## src/rtl/hazard_scheduler.sv

```systemverilog
// Purpose : pipeline hazard scheduler: EX/D forwarding selects, load-use/branch stalls, HI/LO md-unit sequencer.
// Latency : selects and stall are combinational (0 cycles); md_busy rises the cycle after the start edge, md_done pulses one cycle after the last busy cycle.
// Backpr. : stall freezes PC and F/D and bubbles D/E (E_flush); D-stage md instructions are held while the md unit is occupied.
//
// Ports   : D_* describe the instruction in decode; E_*/M_*/W_* describe the write side of later stages.
//           PassSrcA/B select EX operands and D_PassA/B select branch-compare operands (00 RD1, 01 M pass, 10 W WRD).
//           md_busy/md_done report the multiply/divide unit.
// Option  : define HAZARD_STATS_EN to add the 32-bit stall_cnt / fwd_cnt performance counters.
module hazard_scheduler #(
    parameter int MULT_CYC = 5,
    parameter int DIV_CYC  = 10,
    parameter int CNT_W    = 4
) (
    input  logic       clk,
    input  logic       reset,
    input  logic [4:0] D_rs,
    input  logic [4:0] D_rt,
    input  logic       D_use_rs_D,
    input  logic       D_use_rt_D,
    input  logic       D_use_rs_E,
    input  logic       D_use_rt_E,
    input  logic       D_is_md,
    input  logic [4:0] E_rs,
    input  logic [4:0] E_rt,
    input  logic [4:0] E_WRA,
    input  logic       E_wr,
    input  logic       E_is_load,
    input  logic [1:0] E_md_op,
    input  logic [4:0] M_WRA,
    input  logic       M_wr,
    input  logic       M_is_load,
    input  logic [4:0] W_WRA,
    input  logic       W_wr,
    output logic       stall,
    output logic       E_flush,
    output logic [1:0] PassSrcA,
    output logic [1:0] PassSrcB,
    output logic [1:0] D_PassA,
    output logic [1:0] D_PassB,
    output logic       md_busy,
    output logic       md_done
`ifdef HAZARD_STATS_EN
    ,
    output logic [31:0] stall_cnt,
    output logic [31:0] fwd_cnt
`endif
);

    localparam logic [CNT_W-1:0] L_MULT_LAST = CNT_W'(MULT_CYC - 1);
    localparam logic [CNT_W-1:0] L_DIV_LAST  = CNT_W'(DIV_CYC - 1);

    typedef enum logic {
        S_IDLE = 1'b0,
        S_BUSY = 1'b1
    } md_state_t;

    md_state_t        r_state;
    md_state_t        w_state_nxt;
    logic [CNT_W-1:0] r_cnt;
    logic [CNT_W-1:0] w_cnt_nxt;
    logic             r_md_done;
    logic             w_md_done_nxt;

    // A stage "matches" r when it writes the GPR file at r; $0 is never a real destination.
    function automatic logic f_match(input logic wr, input logic [4:0] wra, input logic [4:0] r);
        return wr && (wra == r) && (r != 5'd0);
    endfunction

    // M wins over W because it holds the younger value; a load in M has no data yet, so it
    // is skipped here and the stall terms cover the cases where that matters.
    function automatic logic [1:0] f_sel(input logic m_hit, input logic m_load, input logic w_hit);
        if (m_hit && !m_load) return 2'b01;
        if (w_hit)            return 2'b10;
        return 2'b00;
    endfunction

    logic w_e_hit_rs, w_e_hit_rt, w_m_hit_rs, w_m_hit_rt;
    logic w_stall_load, w_stall_br_e, w_stall_br_m, w_stall_md;
    logic w_stall;

    assign w_e_hit_rs = f_match(E_wr, E_WRA, D_rs);
    assign w_e_hit_rt = f_match(E_wr, E_WRA, D_rt);
    assign w_m_hit_rs = f_match(M_wr, M_WRA, D_rs);
    assign w_m_hit_rt = f_match(M_wr, M_WRA, D_rt);

    // Load in E: data arrives too late for any consumer of the D instruction.
    assign w_stall_load = E_is_load && ((w_e_hit_rs && (D_use_rs_D || D_use_rs_E)) ||
                                        (w_e_hit_rt && (D_use_rt_D || D_use_rt_E)));
    // Branch compare in D cannot see E's ALU result (no E->D path).
    assign w_stall_br_e = (w_e_hit_rs && D_use_rs_D) || (w_e_hit_rt && D_use_rt_D);
    // Branch compare in D behind a load still in M.
    assign w_stall_br_m = M_is_load && ((w_m_hit_rs && D_use_rs_D) || (w_m_hit_rt && D_use_rt_D));
    // md instruction in D while the unit is running or about to be started by E.
    assign w_stall_md   = D_is_md && ((r_state == S_BUSY) || (E_md_op != 2'b00));

    assign w_stall = w_stall_load || w_stall_br_e || w_stall_br_m || w_stall_md;

    assign stall    = reset ? 1'b0  : w_stall;
    assign E_flush  = reset ? 1'b0  : w_stall;
    assign PassSrcA = reset ? 2'b00 : f_sel(f_match(M_wr, M_WRA, E_rs), M_is_load, f_match(W_wr, W_WRA, E_rs));
    assign PassSrcB = reset ? 2'b00 : f_sel(f_match(M_wr, M_WRA, E_rt), M_is_load, f_match(W_wr, W_WRA, E_rt));
    assign D_PassA  = reset ? 2'b00 : f_sel(w_m_hit_rs, M_is_load, f_match(W_wr, W_WRA, D_rs));
    assign D_PassB  = reset ? 2'b00 : f_sel(w_m_hit_rt, M_is_load, f_match(W_wr, W_WRA, D_rt));

    assign md_busy = (r_state == S_BUSY);
    assign md_done = r_md_done;

    always_ff @(posedge clk) begin
        if (reset) begin
            r_state   <= S_IDLE;
            r_cnt     <= '0;
            r_md_done <= 1'b0;
        end else begin
            r_state   <= w_state_nxt;
            r_cnt     <= w_cnt_nxt;
            r_md_done <= w_md_done_nxt;
        end
    end

    // Start is taken regardless of stall: the md op has already left D and owns the unit.
    // New ops seen while busy are ignored; the D-stage interlock keeps them from arriving.
    always_comb begin
        w_state_nxt   = r_state;
        w_cnt_nxt     = r_cnt;
        w_md_done_nxt = 1'b0;
        case (r_state)
            S_IDLE: begin
                if (E_md_op == 2'b01) begin
                    w_state_nxt = S_BUSY;
                    w_cnt_nxt   = L_MULT_LAST;
                end else if (E_md_op == 2'b10) begin
                    w_state_nxt = S_BUSY;
                    w_cnt_nxt   = L_DIV_LAST;
                end
            end
            S_BUSY: begin
                if (r_cnt == '0) begin
                    w_state_nxt   = S_IDLE;
                    w_md_done_nxt = 1'b1;
                end else begin
                    w_cnt_nxt = r_cnt - 1'b1;
                end
            end
            default: begin
                w_state_nxt = S_IDLE;
            end
        endcase
    end

`ifdef HAZARD_STATS_EN
    logic [31:0] r_stall_cnt;
    logic [31:0] r_fwd_cnt;

    always_ff @(posedge clk) begin
        if (reset) begin
            r_stall_cnt <= '0;
            r_fwd_cnt   <= '0;
        end else begin
            if (stall)
                r_stall_cnt <= r_stall_cnt + 32'd1;
            if ((PassSrcA != 2'b00) || (PassSrcB != 2'b00))
                r_fwd_cnt <= r_fwd_cnt + 32'd1;
        end
    end

    assign stall_cnt = r_stall_cnt;
    assign fwd_cnt   = r_fwd_cnt;
`endif

endmodule

```

## config.mk

```make
export PLATFORM = sky130hd
export DESIGN_NAME = hazard_scheduler
export DESIGN_NICKNAME = d
export VERILOG_FILES = /design/src/rtl/hazard_scheduler.sv
export SDC_FILE = /design/constraint.sdc
export NUM_CORES = 1
export LEC_CHECK = 0
export ABC_AREA = 1
export CAP_MARGIN = 20
export CORE_UTILIZATION = 42
export CTS_CLUSTER_SIZE = 25
export DETAILED_ROUTE_END_ITERATION = 10
export PLACE_DENSITY_LB_ADDON = 0.12
export SLEW_MARGIN = 25
export SYNTH_ARGS = -nofsm -noshare
export SYNTH_HDL_FRONTEND = slang
export SYNTH_SLANG_ARGS = --single-unit
```

## constraint.sdc

```tcl
create_clock -name clk -period 1.5 [get_ports clk]
set_input_delay 0.3 -clock clk [delete_from_list [all_inputs] [get_ports clk]]
set_output_delay 0.3 -clock clk [all_outputs]
set_load 0.1 [all_outputs]
```

==> results of run 1 <==
==> metrics by stage <==
step / hold slack (ns) / setup WS, ns / utilization, % / TNS (ns) / instances
2_1_floorplan: 0.455 / -0.532 / - / -2.09 / 248
3_3_place_gp: 0.475 / -0.760 / 87.0 / -7.83 / 374
3_5_place_dp: 0.479 / -0.787 / 87.0 / -8.46 / 374
==> logic make-up after synthesis <==
| logic type | count (synthesis) |
|---|---|
| simple gates | 141 |
| buf+inv | 51 |
| fa+ha+maj | 4 |
| flops | 6 |
| xor+xnor | 16 |
| compound gates | 30 |
==> results.py, run 1 <==
metrics = {
    "outcome": {
        "outcome": "did not finish",
        "stop_stage": "4_1_cts",
        "stop_error": "[ERROR DPL-0033] detailed placement checks failed during check placement.",
    },
    "floorplanning": {
        "start_util_pct": 45.7,
        "die_w_um": 57.7,
        "die_h_um": 57.7,
        "ios": 61,
        "rows": 19,
    },
    "yosys": {
        "seq_area_frac_synth_pct": 9.22,
        "synth_top_family_by_area": "simple AND/OR/NAND/NOR gates",
        "syn-num-nets": 301,
        "synthFlopType": "dfxtp_1",
        "synthArstFlopShare_pct": 0,
        "synth_area_leaders": "nand2_1 23%, inv_1 13%, dfxtp_1 9.2%",
        "synth_compound_area_share_pct": 15.9,
        "synth-seq-cells": 6,
        "yosysTopAreaCellShare_pct": 22.8,
        "synthCells": 248,
        "synthSimpleGateAreaFrac_pct": 44.8,
        "synth_edf_count": 0,
        "synth_mux_area_share_pct": 0,
        "yosys.area_share.xor_xnor_pct": 10.8,
        "synth_fa_ha_area_share_pct": 3.84,
        "synth_area_leader_cell": "nand2_1",
        "post_synth_instance_area_sq_um": 1300,
        "synth_most_common_cell": "nand2_1",
        "ys_types": 30,
        "syn_area_per_cell_sq_um": 5.25,
        "ys.warnings.count": 0,
        "ys_top_cells_by_count": "79 x nand2_1, 44 x inv_1, 29 x nor2_1",
    },
    "placement": {
        "port_buffers": 60,
        "placed_cell_area_sq_um": 2480,
        "dpl.hpwl_um": 4180,
        "gp_routability_congestion": 0.935,
    },
    "cts": {
        "cts_resized": 262,
        "cts_made_buffers": 3,
        "cts_setup_buffers": 13,
        "cts.sinks": 6,
        "cts-htree-levels": 1,
        "cts_hold_buffers": 0,
        "cts-root-buf": "clkbuf_4",
        "cts.path.max_buffers": 2,
    },
}
==> run 2: changes to the inputs <==
- CORE_AREA: default -> 2 2 63 65
- CORE_UTILIZATION: 42 -> default
- CTS_CLUSTER_SIZE: 25 -> default
- DIE_AREA: default -> 0 0 65 67
- PLACE_DENSITY_LB_ADDON: 0.12 -> 0.15
==> results.py, run 2 <==
metrics = {
    "outcome": {
        "outcome": "complete, but fails checks",
        "violations": "setup timing",
    },
    "detailed_routing": {
        "dr.first_iter.drc_count": 132,
        "vias": 1982,
        "drc": 0,
        "wl_per_cell_um": 13.6,
        "antenna_left": 0,
        "viasPerCell": 4.96,
        "wirelength_um": 5460,
        "drtPass1Iterations": 4,
    },
    "layout": {
        "largest_reg_flops": 4,
        "regArea_sq_um": 124,
        "finalInstanceArea_sq_um": 2880,
        "synthToLayoutAreaGrowth_pct": 121,
        "nFillCells": 238,
        "multi_input_area_sq_um": 1320,
        "num_antenna_cells": 0,
        "regMostFlops": "r_cnt",
        "nets": 406,
        "drive_gt1_share_pct": 56.8,
        "mostFrequentLayoutCell": "nand2_1",
        "layout_common_cells": "64 x nand2_1, 25 x buf_4, 23 x buf_6, 22 x inv_2, 19 x buf_2",
    },
    "timing": {
        "setup_viol": 10,
        "slew_headroom_pct": 83.1,
        "hold_violations": 0,
        "rsz0062_at_grt": "true",
        "worstMarginPinSlew_ns": 0.251,
        "finalClockSkew_ns": 0.00498,
        "slew_viol_final": 0,
        "period_minus_slack_ns": 1.80,
        "period_share_pct": 120,
        "max_freq_mhz": 555,
        "setup_ws_ns": -0.302,
    },
    "worst_setup_path": {
        "cp_common_cell": "nand2_1",
        "crit_path_end": "stall",
        "cp.required_ns": 1.20,
        "cp_slowest_cell": "xnor2_2",
        "end_kind": "primary output",
        "cp_slowest_stage_delay_ns": 0.18,
        "crit_family": "simple AND/OR/NAND/NOR gates",
        "cp_cell_sequence": "clkbuf_4, xnor2_2, nand2_1, nor2_2, nand3_1, nand2_1, nand2_1, nand3_2, nand2_2, clkinvlp_4, buf_12",
        "critPathLaunch": "D_rs[2]",
        "worstPathArrival_ns": 1.50,
        "path_max_fanout": 4,
        "crit_cells": 11,
        "crit_buf_inv": 3,
        "reg2reg_depth": 9,
        "rrSetupSlack_ns": 0.14,
        "regToRegEndpoint": "r_cnt[0]$_SDFFE_PP0P_",
        "critical_path_class": "in2out",
        "r2r-start": "r_cnt[0]$_SDFFE_PP0P_",
        "cp-start-kind": "input pin",
    },
    "global_routing": {
        "grt_pass1_wl_um": 8200,
        "grt_overflow": 0,
        "grt_antenna_before_repair": 0,
        "track_usage_pct": 23.8,
        "grt_pass1_vias": 1965,
        "grt_max_degree": 8,
    },
    "yosys": {
        "synth_area_leader_cell": "nand2_1",
        "synth-seq-cells": 6,
        "synthFlopType": "dfxtp_1",
        "syn-num-nets": 301,
        "seq_area_frac_synth_pct": 9.22,
        "synthArstFlopShare_pct": 0,
        "synth_edf_count": 0,
        "ys_types": 30,
        "ys_top_cells_by_count": "79 x nand2_1, 44 x inv_1, 29 x nor2_1",
        "synth_most_common_cell": "nand2_1",
        "syn_area_per_cell_sq_um": 5.25,
        "synthCells": 248,
        "synth_area_leaders": "nand2_1 23%, inv_1 13%, dfxtp_1 9.2%",
        "post_synth_instance_area_sq_um": 1300,
        "ys.warnings.count": 0,
        "yosysTopAreaCellShare_pct": 22.8,
    },
    "cts": {
        "clock_latency_ns": 0.23,
        "cts.clk_slew.worst_paths_ns": 0.04,
        "cts-htree-levels": 1,
        "cts.path.max_buffers": 2,
        "cts_made_buffers": 3,
        "cts_hold_buffers": 0,
        "cts-root-buf": "clkbuf_8",
        "cts_tree": "done",
        "cts.sinks": 6,
    },
    "power_and_ir_drop": {
        "vdd_ir_drop_max_uv": 584,
        "p_leak_nw": 1.35,
        "powerDensity_nw_per_um2": 475,
    },
    "placement": {
        "port_buffers": 60,
        "placed_cell_area_sq_um": 2490,
        "dpl.hpwl_um": 3870,
        "pre_cts_ws_ns": -0.800,
        "gp_routability_congestion": 0.863,
    },
    "run": {
        "cap_violations": 0,
    },
    "floorplanning": {
        "die_w_um": 65,
        "start_util_pct": 36.1,
        "die_h_um": 67,
        "rows": 22,
        "ios": 61,
        "dieArea_sq_um": 4360,
        "coreArea_sq_um": 3610,
    },
    "hold_path": {
        "hp-start": "reset",
        "holdPathStages": 3,
        "hp-class": "in2reg",
    },
}
-- run 2: cell counts after synthesis --
No cell type changed its count.
-- run 2: metrics by stage --
step                hold WS, ns  util (%)  power, mW  TNS (ns)  std cells
floorplan                 0.455         -      0.623     -2.09        248
global placement          0.472      69.2      0.972     -7.61        390
detailed placement        0.472      69.2      0.981     -7.82        390
CTS                       0.464      75.7       1.30     -1.93        401
global route              0.478      79.9       1.45     -2.28        400
finish                    0.466      79.9       1.37     -1.63        400
-- run 2: logic make-up after synthesis --
logic type,after synthesis,synth area share [%]
AND/OR/NAND/NOR,141,44.8
adder cells (fa/ha/maj),4,3.84
XOR/XNOR,16,10.8
buffers and inverters,51,15.6
flip-flops,6,9.22
AO/OA/AOI/OAI,30,15.9
-- run 2: where the power goes --
group | internal, mW | switching (mW)
sequential | 0.187 | 0.0193
combinational | 0.412 | 0.487
clock | 0.184 | 0.0787
total | 0.782 | 0.586
-- run 2: how the worst min path moves through the flow --
stage,to,slack [ns]
final,r_cnt[3]$_SDFFE_PP0P_,0.47
after CTS,r_cnt[3]$_SDFFE_PP0P_,0.46
after floorplan,r_cnt[1]$_SDFFE_PP0P_,0.45
after global placement,r_cnt[1]$_SDFFE_PP0P_,0.47
after detailed placement,r_cnt[1]$_SDFFE_PP0P_,0.47
after global routing,r_cnt[0]$_SDFFE_PP0P_,0.48
-- run 2: what timing repair did --
| action | 4_1_cts | 5_1_grt |
|---|---|---|
| endpoints found under the setup margin | 12 | 10 |
| gates resized for setup | 241 | 69 |
| pin swaps | 56 | 50 |
| setup buffers | 8 | 1 |
-- run 2: area by class of cell --
cell class / instances / share of cell area, %
Clock buffer: 4 / 1.56
Inverter: 47 / 8.34
Timing Repair Buffer: 104 / 38.0
Sequential cell: 6 / 4.30
Multi-Input combinational cell: 191 / 45.7
Tap cell: 48 / 2.08
-- run 2: worst min-delay path, delay by kind of cell --
| family | cells | cell delay (ns) |
|---|---|---|
| AOI/OAI and AO/OA | 1 | 0.04 |
| buffers and inverters | 2 | 0.30 |
-- run 2: metal layers --
layer	global-route usage (%)	vias to the layer above	wire, um
met1	28.1	898	2270
met4	7.18	0	136
met3	3.55	12	252
met2	44.2	72	2800
met5	0	-	0
li1	-	1000	-
No activity file was read; power rests on OpenSTA's default activity.
